===== src/rtl/vga_pkg.sv =====
// Shared definitions for the VGA pipeline (timing stage and pixel fetch).
// Holds the default frame geometry, pixel/address widths and the
// pixel-fetch FSM state encoding.
package vga_pkg;

    localparam int H_ACTIVE     = 640;
    localparam int V_ACTIVE     = 480;
    localparam int FRAME_PIXELS = H_ACTIVE * V_ACTIVE;
    localparam int PIX_W        = 12;
    localparam int ADDR_W       = 19;

    typedef enum logic [1:0] {
        IDLE,
        FLUSH,
        RUN
    } fetch_state_t;

endpackage


===== src/rtl/pixel_fifo.sv =====
// Single-clock synchronous pixel prefetch FIFO with first-word fall-through
// read data and an occupancy count.
// Ports:
//   clk, rst_n   - clock, synchronous active-low reset
//   clr          - synchronous empty (pointers and count to zero)
//   push/wr_data - write one entry (ignored when full)
//   pop          - discard the head entry (ignored when empty)
//   rd_data      - current head entry, valid whenever empty=0
//   count        - number of stored entries (0..DEPTH)
//   empty        - count == 0
module pixel_fifo #(
    parameter int WIDTH = 12,
    parameter int DEPTH = 16
) (
    input  logic                     clk,
    input  logic                     rst_n,
    input  logic                     clr,
    input  logic                     push,
    input  logic [WIDTH-1:0]         wr_data,
    input  logic                     pop,
    output logic [WIDTH-1:0]         rd_data,
    output logic [$clog2(DEPTH):0]   count,
    output logic                     empty
);

    localparam int PTR_W = $clog2(DEPTH);
    localparam int CNT_W = PTR_W + 1;

    logic [WIDTH-1:0] mem [DEPTH];
    logic [PTR_W-1:0] wr_ptr;
    logic [PTR_W-1:0] rd_ptr;
    logic             full;
    logic             do_push;
    logic             do_pop;

    assign empty   = (count == '0);
    assign full    = (count == CNT_W'(DEPTH));
    assign do_push = push && !full;
    assign do_pop  = pop && !empty;
    assign rd_data = mem[rd_ptr];

    // Storage carries no reset; only the pointers define what is valid.
    always_ff @(posedge clk) begin
        if (do_push) begin
            mem[wr_ptr] <= wr_data;
        end
    end

    // DEPTH is a power of two, so the pointers wrap by plain overflow.
    always_ff @(posedge clk) begin
        if (!rst_n || clr) begin
            wr_ptr <= '0;
            rd_ptr <= '0;
            count  <= '0;
        end else begin
            if (do_push) begin
                wr_ptr <= wr_ptr + PTR_W'(1);
            end
            if (do_pop) begin
                rd_ptr <= rd_ptr + PTR_W'(1);
            end
            case ({do_push, do_pop})
                2'b10:   count <= count + CNT_W'(1);
                2'b01:   count <= count - CNT_W'(1);
                default: count <= count;
            endcase
        end
    end

endmodule


===== src/rtl/vga_pixel_fetch.sv =====
// Pixel fetch stage: issues sequential frame-buffer reads ahead of the
// display, buffers returned pixels in a prefetch FIFO and emits them aligned
// to the timing stage's sync/DE with a fixed one-cycle latency.
// Ports:
//   clk, rst_n                    - pixel clock, synchronous active-low reset
//   h_sync_in, v_sync_in, de_in   - timing from the timing stage
//   rd_req, rd_addr, rd_gnt       - read request / address / accept
//   rd_valid, rd_data             - in-order read return
//   h_sync_out, v_sync_out,
//   de_out, rgb_out               - aligned video out (rgb_out=0 outside DE)
//   underrun                      - sticky, set when a DE pixel had no data,
//                                   cleared when a new frame starts running
module vga_pixel_fetch #(
    parameter int                H_ACTIVE     = vga_pkg::H_ACTIVE,
    parameter int                V_ACTIVE     = vga_pkg::V_ACTIVE,
    parameter int                PIX_W        = vga_pkg::PIX_W,
    parameter int                ADDR_W       = vga_pkg::ADDR_W,
    parameter int                FIFO_DEPTH   = 16,
    parameter logic              VS_POL       = 1'b0,
    parameter logic [PIX_W-1:0]  UNDERRUN_PIX = 12'hF0F
) (
    input  logic              clk,
    input  logic              rst_n,
    input  logic              h_sync_in,
    input  logic              v_sync_in,
    input  logic              de_in,
    output logic              rd_req,
    output logic [ADDR_W-1:0] rd_addr,
    input  logic              rd_gnt,
    input  logic              rd_valid,
    input  logic [PIX_W-1:0]  rd_data,
    output logic              h_sync_out,
    output logic              v_sync_out,
    output logic              de_out,
    output logic [PIX_W-1:0]  rgb_out,
    output logic              underrun
);

    import vga_pkg::*;

    localparam int unsigned       FRAME_PIX    = H_ACTIVE * V_ACTIVE;
    localparam logic [ADDR_W-1:0] LAST_ADDR    = ADDR_W'(FRAME_PIX - 1);
    localparam int                CNT_W        = $clog2(FIFO_DEPTH) + 1;
    localparam logic [CNT_W:0]    CREDIT_LIMIT = (CNT_W + 1)'(FIFO_DEPTH);

    fetch_state_t     state;
    fetch_state_t     state_next;

    logic             vs_d;
    logic             frame_start;
    logic [CNT_W-1:0] outstanding;
    logic [CNT_W-1:0] fifo_count;
    logic             fifo_empty;
    logic [PIX_W-1:0] fifo_head;
    logic [CNT_W:0]   credit_sum;

    logic             grant;
    logic             push;
    logic             pop;
    logic             starve;
    logic             run_start;

    // Frame start: v_sync_in has just moved to its active level.
    assign frame_start = (v_sync_in == VS_POL) && (vs_d != VS_POL);

    // Every granted read will land in the FIFO, so the words in flight
    // reserve FIFO space; this is what makes a push into a full FIFO impossible.
    assign credit_sum = {1'b0, fifo_count} + {1'b0, outstanding};

    pixel_fifo #(
        .WIDTH (PIX_W),
        .DEPTH (FIFO_DEPTH)
    ) u_fifo (
        .clk     (clk),
        .rst_n   (rst_n),
        .clr     (run_start),
        .push    (push),
        .wr_data (rd_data),
        .pop     (pop),
        .rd_data (fifo_head),
        .count   (fifo_count),
        .empty   (fifo_empty)
    );

    // State register
    always_ff @(posedge clk) begin
        if (!rst_n) begin
            state <= IDLE;
        end else begin
            state <= state_next;
        end
    end

    // Next-state logic. FLUSH waits for every in-flight read to return so
    // that stale data from the previous frame never reaches the FIFO.
    always_comb begin
        state_next = state;
        case (state)
            IDLE:    if (frame_start) state_next = FLUSH;
            FLUSH:   if (!frame_start && (outstanding == '0)) state_next = RUN;
            RUN:     if (frame_start) state_next = FLUSH;
            default: state_next = IDLE;
        endcase
    end

    // FSM outputs / datapath controls
    always_comb begin
        rd_req    = 1'b0;
        grant     = 1'b0;
        push      = 1'b0;
        pop       = 1'b0;
        starve    = 1'b0;
        run_start = 1'b0;
        if (state == RUN) begin
            rd_req = (credit_sum < CREDIT_LIMIT);
            push   = rd_valid;
            pop    = de_in && !fifo_empty;
        end
        grant     = rd_req && rd_gnt;
        starve    = de_in && !pop;
        run_start = (state == FLUSH) && (state_next == RUN);
    end

    // Read address and in-flight counter
    always_ff @(posedge clk) begin
        if (!rst_n) begin
            rd_addr     <= '0;
            outstanding <= '0;
            vs_d        <= ~VS_POL;
        end else begin
            vs_d <= v_sync_in;
            if (run_start) begin
                rd_addr <= '0;
            end else if (grant) begin
                rd_addr <= (rd_addr == LAST_ADDR) ? '0 : rd_addr + ADDR_W'(1);
            end
            case ({grant, rd_valid})
                2'b10:   outstanding <= outstanding + CNT_W'(1);
                2'b01:   outstanding <= outstanding - CNT_W'(1);
                default: outstanding <= outstanding;
            endcase
        end
    end

    // Aligned video outputs and sticky underrun
    always_ff @(posedge clk) begin
        if (!rst_n) begin
            h_sync_out <= 1'b0;
            v_sync_out <= 1'b0;
            de_out     <= 1'b0;
            rgb_out    <= '0;
            underrun   <= 1'b0;
        end else begin
            h_sync_out <= h_sync_in;
            v_sync_out <= v_sync_in;
            de_out     <= de_in;
            if (pop) begin
                rgb_out <= fifo_head;
            end else if (de_in) begin
                rgb_out <= UNDERRUN_PIX;
            end else begin
                rgb_out <= '0;
            end
            // Clearing on entry to RUN takes priority over a starved pixel
            // in that same cycle.
            if (run_start) begin
                underrun <= 1'b0;
            end else if (starve) begin
                underrun <= 1'b1;
            end
        end
    end

endmodule


===== config.mk =====
export PLATFORM = sky130hd
export DESIGN_NAME = vga_pixel_fetch
export DESIGN_NICKNAME = d
export VERILOG_FILES = /design/src/rtl/vga_pkg.sv /design/src/rtl/pixel_fifo.sv /design/src/rtl/vga_pixel_fetch.sv
export SDC_FILE = /design/constraint.sdc
export NUM_CORES = 1
export LEC_CHECK = 0
export ABC_AREA = 1
export BUFFER_PORTS_ARGS = -buffer_cell sky130_fd_sc_hd__buf_4
export CAP_MARGIN = 25
export CORE_ASPECT_RATIO = 1.4
export CORE_UTILIZATION = 50
export DETAILED_ROUTE_END_ITERATION = 16
export PLACE_DENSITY_LB_ADDON = 0.2
export SYNTH_ARGS = -nofsm -noshare
export SYNTH_HDL_FRONTEND = slang
export SYNTH_SLANG_ARGS = --single-unit

===== constraint.sdc =====
create_clock -name clk -period 3 [get_ports clk]
set_input_delay 0.3 -clock clk [delete_from_list [all_inputs] [get_ports clk]]
set_output_delay 0.3 -clock clk [all_outputs]
set_load 0.02 [all_outputs]

==> impl_metrics.toml, run 1 <==
[outcome]
status = "finished clean"

[pwr]
power_w = 0.00708
pwr-share-comb = 0.032
power_frac_clock = 0.434
ir_worst_vdd_v = 0.000495
p_sw_frac = 0.204
p_leak_nw = 4.70
p_seq_frac = 0.534
p_per_area_mw_per_mm2 = 564
switchingPower_w = 0.00145
p_int_w = 0.00564

[yosys]
synth.top_cell.area_share = 0.524
synth_edf_count = 192
ys_ff_latch = 252
ys_top_cells_by_area = "edfxtp_1 52%, dfxtp_1 11%, nor2_1 7.6%"
yosys_most_used_dff = "edfxtp_1"
synthArstFlopShare = 0
syn_nets = 1122
synth.distinct_cells = 36
postSynthCellCount = 1083
yosys_warnings = 0
synth_seq_area_share = 0.633
syn_area_mm2 = 0.0110
synth_area_leader_cell = "edfxtp_1"
syn_avg_cell_area_um2 = 10.2

[worst_setup_path]
crit_buf_inv = 0
r2r_start = "u_fifo.count[1]$_SDFFE_PP0P_"
crit_family = "adder cells"
critPathLaunch = "u_fifo.count[1]$_SDFFE_PP0P_"
critPathKind = "register to register"
arrival_ns = 2.88
cp_cell_sequence = "ha_1 > nand3_1 > nand2_1 > nand2_1 > nand2_2 > nand2_4 > nand3_2 > ha_1 > ha_1 > nand2_1 > nand2_1 > a21oi_1 > xor2_1 > nand2_1 > a21oi_1"
crit_path_top_delay_cell = "dfxtp_1"
worstPathRequired_ns = 3.44
crit_path_end_kind = "register"
worstPathMaxFanout = 6
crit_top_cell = "nand2_1"
critical_path.startpoint_type = "register"
max_stage_delay_ns = 0.45

[finish]
finalNetCount = 1190
area_delta_synth_final_pct = 14.0
drive_gt1_frac = 0.142
finalNonFillerCells = 1460
num_antenna_cells = 0
final_core_util = 0.588

[placement]
dp_hpwl_um = 15700
dpl_worst_slack_ns = 0.543
io_buffers = 54
gp_congestion = 0.884
dp_cells = 1414

[detailed_routing]
firstDrtPassIters = 4
drt-total-wl_um = 25000
routedWlPerCell_um = 17.2
viasPerCell = 5.32
postRouteAntennaNets = 0
vias = 7760
first_iter_violations = 595
remaining_drc_errors = 0

[floorplan]
rows = 63
core-area_mm2 = 0.0214
chipHeight_um = 178
initial_core_util = 0.515
design.die.area_mm2 = 0.0226
die_w_um = 127
num_io_pins = 55

[timing]
skew_ns = 0.00932
min_period_over_period = 0.813
setup_violations = 0
maxSlewHeadroom = 0.330
timing.final.crit_period_ns = 2.44
max_freq_mhz = 410
max_slew.worst_pin.slew_ns = 1.00
fin_tns_setup_ns = 0
fin_ws_ns = 0.560
drv_slew = 0
finalHoldViolCount = 0
rsz0062_at_grt = "no"

[cts]
insertion_delay_ns = 0.51
tritoncts = "done"
root_buffer = "clkbuf_16"
cts.clk_slew.worst_paths_ns = 0.06
numCtsBuffers = 25
cts_resized = 0
h-tree-depth = 1
clockBufferDepth = 3
clock_sink_count = 252
cts_setup_buffers = 0

[global_routing]
grt_max_degree = 49
grtUsageMet2 = 0.428
grt.overflow.total = 0
busiest_layer = "met2"
met1_usage = 0.268
grt_use_met3 = 0.0259
grt_pass1_vias = 7653
antenna_found_initial = 0
grt_pass1_wl_um = 39500
grtUsageTotal = 0.229

[flow_run]
cap_violations = 0

[min_path]
min_from = "de_in"
hp-class = "input pin to register"
placed cells by master, fill, tap and decap left out, types with 3 or more instances in the layout:
master and instances:
nand4_1 9, bufinv_16 3, edfxtp_1 192, ha_1 18, a21oi_1 34, inv_2 11, clkinv_1 5, nand2_1 162
clkbuf_1 5, o21ai_0 88, nand2_2 9, nand3_2 5, nand3_1 70, clkbuf_16 25, o211ai_1 8, xor2_1 10
o21ai_1 31, buf_4 84, nor2_1 222, nor2_2 6, clkinv_2 4, inv_1 68, nor2_4 6, o22ai_1 7
dfxtp_1 59, xnor2_1 5, clkinvlp_4 3
cell usage after synthesis (10+ instances only):
cell type / n
buf_2: 25
a21oi_1: 34
nor2_1: 222
o21ai_1: 31
inv_2: 11
nand2_1: 162
dfxtp_1: 60
ha_1: 18
o21ai_0: 88
nand3_1: 70
edfxtp_1: 192
inv_1: 68
xor2_1: 10
path summary, 6_finish.rpt:
path                                         to  depth (start not counted)  slack, ns
setup reg to reg    outstanding[4]$_SDFFE_PN0P_                         15       0.56
hold reg to reg   u_fifo.rd_ptr[3]$_SDFFE_PP0P_                          2       0.50
hold / removal                de_out$_SDFF_PN0_                          3       0.02
setup / recovery    outstanding[4]$_SDFFE_PN0P_                         15       0.56
registers in the layout, summed over array words and instances (netlist names), named ones only:
name           flops
u_fifo.count       5
underrun           1
vs_d               1
v_sync_out         1
u_fifo.mem       192
rgb_out           12
outstanding        5
rd_addr           19
state              2
u_fifo.wr_ptr      4
de_out             1
u_fifo.rd_ptr      4
h_sync_out         1
power by group through the flow:
stage / clock (W) / sequential, W / combinational [W]
2_1_floorplan: 0 / 0.00387 / 0.000114
3_3_place_gp: 0 / 0.00386 / 0.000220
3_5_place_dp: 0 / 0.00386 / 0.000225
4_1_cts: 0.00313 / 0.00378 / 0.000228
5_1_grt: 0.00326 / 0.00378 / 0.000251
6_report: 0.00307 / 0.00378 / 0.000225
final cells by class:
type | count | area (um^2)
clock buffers | 30 | 644
clock inverters | 14 | 153
fillers | 1814 | 8810
inverters | 82 | 310
multi-input cells | 704 | 3460
flip-flops and latches | 252 | 6970
well taps | 292 | 365
repair buffers | 86 | 651
worst reg2reg max path: stages (launching register included):
cell	delay, ns
dfxtp_1	0.45
ha_1	0.27
nand3_1	0.08
nand2_1	0.05
nand2_1	0.06
nand2_2	0.07
nand2_4	0.09
nand3_2	0.08
ha_1	0.26
ha_1	0.35
nand2_1	0.08
nand2_1	0.05
a21oi_1	0.15
xor2_1	0.16
nand2_1	0.06
a21oi_1	0.11
repair_timing:
action | 4_1_cts | 5_1_grt
hold buffers | 2 | 0
hold endpoints to repair | 3 | 0
setup endpoints to repair | 0 | 0
cells by family after synthesis:
group,share of synthesized area
compound gates,0.0811
xor+xnor,0.0119
fa+ha+maj,0.0241
buf+inv,0.0532
flops,0.633
simple gates,0.197
through the flow:
stage	cell area, um^2	hold slack, ns
finish	12600	0.0151
global route	12600	0.0165
CTS	12600	0.00798
detailed placement	11700	0.488
global placement	11700	0.482
floorplan	11000	0.393
metal layers:
layer / wire length [um] / share of wire / up-vias
met5: 0 / 0 / -
met3: 1230 / 0.049 / 46
met1: 10100 / 0.40 / 3711
met2: 13100 / 0.52 / 214
met4: 640 / 0.026 / 0
li1: - / - / 3789
(Power assumes the default switching activity.)
==> inputs of run 2 (changes only) <==
--- a/config.mk
+++ b/config.mk
@@ -5,7 +5,7 @@
 export SDC_FILE = /design/constraint.sdc
 export NUM_CORES = 1
 export LEC_CHECK = 0
-export ABC_AREA = 1
+export ABC_AREA = 0
 export BUFFER_PORTS_ARGS = -buffer_cell sky130_fd_sc_hd__buf_4
 export CAP_MARGIN = 25
 export CORE_ASPECT_RATIO = 1.4
==> constraint.sdc (replaced) <==
create_clock -name clk -period 2.1 [get_ports clk]
set_input_delay 0.21 -clock clk [delete_from_list [all_inputs] [get_ports clk]]
set_output_delay 0.21 -clock clk [all_outputs]
set_load 0.02 [all_outputs]
==> run 2 against run 1 <==
Compared with the run above:
- the run now ends with setup timing left
- hold slack gained 0.0044 ns
- highest routed layer unchanged
- register-to-register slack lost 1.1 ns
- flip-flop and latch count is the same
- sequential power grew 44%
- clock-buffer cell count shrank 1
- first-iteration DRC count shrank 35%
- largest power group unchanged
- design area grew 2.6%
- global-route usage shrank 0.84 points
- non-clock buffer count grew 71
==> impl_metrics.toml, run 2 <==
[finish]
drive_gt1_frac = 0.429
top_regs = "u_fifo.mem: 192 flops, rd_addr: 19 flops, rgb_out: 12 flops"
finalNetCount = 825
final_common_cell = "edfxtp_1"
top_register = "u_fifo.mem"
layout_common_cells = "192 x edfxtp_1, 141 x buf_4, 50 x dfxtp_1"
finalNonFillerCells = 1055
area_delta_synth_final_pct = 26.6
largest_reg_flops = 192

[yosys]
ys_top_cells_by_area = "edfxtp_1 57%, dfxtp_1 12%, mux4_2 11%"
synthArstFlopShare = 0
postSynthCellCount = 631
syn_avg_cell_area_um2 = 16.1
synth.distinct_cells = 59
synth.top_cell.area_share = 0.567
synth_edf_count = 192
synth_area_leader_cell = "edfxtp_1"
yosys_warnings = 0
yosys_most_used_dff = "edfxtp_1"
synth_seq_area_share = 0.685
syn_nets = 670
syn_area_mm2 = 0.0102
ys_ff_latch = 252
synth_common_cells = "192 x edfxtp_1, 60 x dfxtp_1, 48 x mux4_2, 45 x nor2_1, 29 x nand2_1"
synth_most_common_cell = "edfxtp_1"

[detailed_routing]
vias = 6027
routedWlPerCell_um = 21.2
first_iter_violations = 388
remaining_drc_errors = 0
drt-total-wl_um = 22300
firstDrtPassIters = 5
viasPerCell = 5.71
postRouteAntennaNets = 0

[timing]
max_slew.worst_pin.slew_ns = 0.577
setup_violations = 11
finalHoldViolCount = 0
timing.final.crit_period_ns = 2.67
skew_ns = 0.00807
fin_ws_ns = -0.575
min_period_over_period = 1.27
whs_ns = 0.0195
drv_slew = 0
max_freq_mhz = 374
fin_tns_setup_ns = -2.25
rsz0062_at_grt = "yes"
maxSlewHeadroom = 0.615

[outcome]
status = "finished with violations"
violations = "setup timing"

[global_routing]
grt_pass1_vias = 6302
grt_max_degree = 37
antenna_found_initial = 1
grtUsageTotal = 0.220
grt.overflow.total = 0
grt_pass1_wl_um = 34300

[placement]
io_buffers = 54
gp_congestion = 0.842
dp_hpwl_um = 14600
dpl_worst_slack_ns = -0.694
dp_cells = 995

[cts]
numCtsBuffers = 23
clock_sink_count = 252
cts.clk_slew.worst_paths_ns = 0.07
tritoncts = "done"
h-tree-depth = 1
insertion_delay_ns = 0.50
clockBufferDepth = 3
root_buffer = "clkbuf_16"

[worst_setup_path]
rrSetupSlack_ns = -0.57
r2r_end = "outstanding[4]$_SDFFE_PN0P_"
arrival_ns = 3.10
critical_path.startpoint_type = "register"
worstPathMaxFanout = 4
r2r_start = "outstanding[4]$_SDFFE_PN0P_"
critPathKind = "register to register"
crit_path_end_kind = "register"
rr_worst_depth = 12
worstPathRequired_ns = 2.53

[floorplan]
core-area_mm2 = 0.0199
die_w_um = 123
num_io_pins = 55
chipHeight_um = 171
rows = 61
initial_core_util = 0.511
design.die.area_mm2 = 0.0209

[min_path]
hp-class = "input pin to register"
hold_depth = 1
min_from = "rd_data[10]"
whs_endpoint = "u_fifo.mem[14][10]$_DFFE_PP_"

[pwr]
p_per_area_mw_per_mm2 = 806
ir_worst_vdd_v = 0.000468
power_w = 0.0104
p_leak_nw = 4.45

[flow_run]
cap_violations = 0
[run 2: final cells by class]
| cell class | count | area [um^2] |
|---|---|---|
| clock buffer | 29 | 618 |
| antenna | 1 | 2.50 |
| inverter | 19 | 73.8 |
| clock inverter | 12 | 196 |
| timing repair buffer | 157 | 1280 |
| tap | 252 | 315 |
| multi-input combinational | 333 | 3410 |
| fill | 1390 | 7050 |
| sequential | 252 | 6980 |
[run 2: critical path, stage by stage, from the launching register on]
cell and delay (ns):
dfxtp_2 0.34, ha_4 0.23, or3_4 0.35, nor3_4 0.14
and2_4 0.18, inv_4 0.04, ha_4 0.17, ha_4 0.21
nor2b_2 0.15, o21ai_2 0.15, a21oi_2 0.08, or4_1 0.46
a21boi_1 0.12
[run 2: power breakdown]
group | internal, W | switching (W) | total (W)
logic | 0.000225 | 0.000269 | 0.000494
clock network | 0.00271 | 0.00175 | 0.00446
registers | 0.00540 | 0.0000297 | 0.00543
[run 2: routing by layer]
layer / share of wire / vias up / global-route usage
li1: - / 2778 / -
met1: 0.37 / 3054 / 0.255
met2: 0.56 / 159 / 0.415
met3: 0.045 / 36 / 0.0300
met4: 0.024 / 0 / 0.0642
met5: 0 / - / 0
[run 2: kinds of logic after synthesis]
| family | Yosys count | synth area share |
|---|---|---|
| mux | 70 | 0.130 |
| flops | 252 | 0.685 |
| simple gates | 156 | 0.0796 |
| compound gates | 73 | 0.0477 |
| fa+ha+maj | 20 | 0.0261 |
| buf+inv | 46 | 0.0196 |
| xor+xnor | 14 | 0.0121 |
[run 2: worst max path at each step]
stage | from | to | cells after the start
final | outstanding[4]$_SDFFE_PN0P_ | outstanding[4]$_SDFFE_PN0P_ | 12
after global routing | outstanding[4]$_SDFFE_PN0P_ | outstanding[4]$_SDFFE_PN0P_ | 12
after global placement | outstanding[4]$_SDFFE_PN0P_ | outstanding[4]$_SDFFE_PN0P_ | 12
after detailed placement | outstanding[4]$_SDFFE_PN0P_ | outstanding[4]$_SDFFE_PN0P_ | 13
after floorplan | outstanding[4]$_SDFFE_PN0P_ | outstanding[4]$_SDFFE_PN0P_ | 13
after CTS | outstanding[4]$_SDFFE_PN0P_ | outstanding[4]$_SDFFE_PN0P_ | 12
[run 2: metrics by stage]
step,util,cell area (um^2)
floorplan,-,10300
global placement,0.582,11600
detailed placement,0.582,11600
CTS,0.641,12800
global route,0.646,12900
finish,0.646,12900
[run 2: repair_timing]
item / in CTS / in global routing
hold endpoints to repair: 3 / 0
endpoints found under the setup margin: 13 / 44
pin swaps: 24 / 12
setup buffers: 16 / 4
resized for setup: 51 / 27
hold buffers: 3 / 0
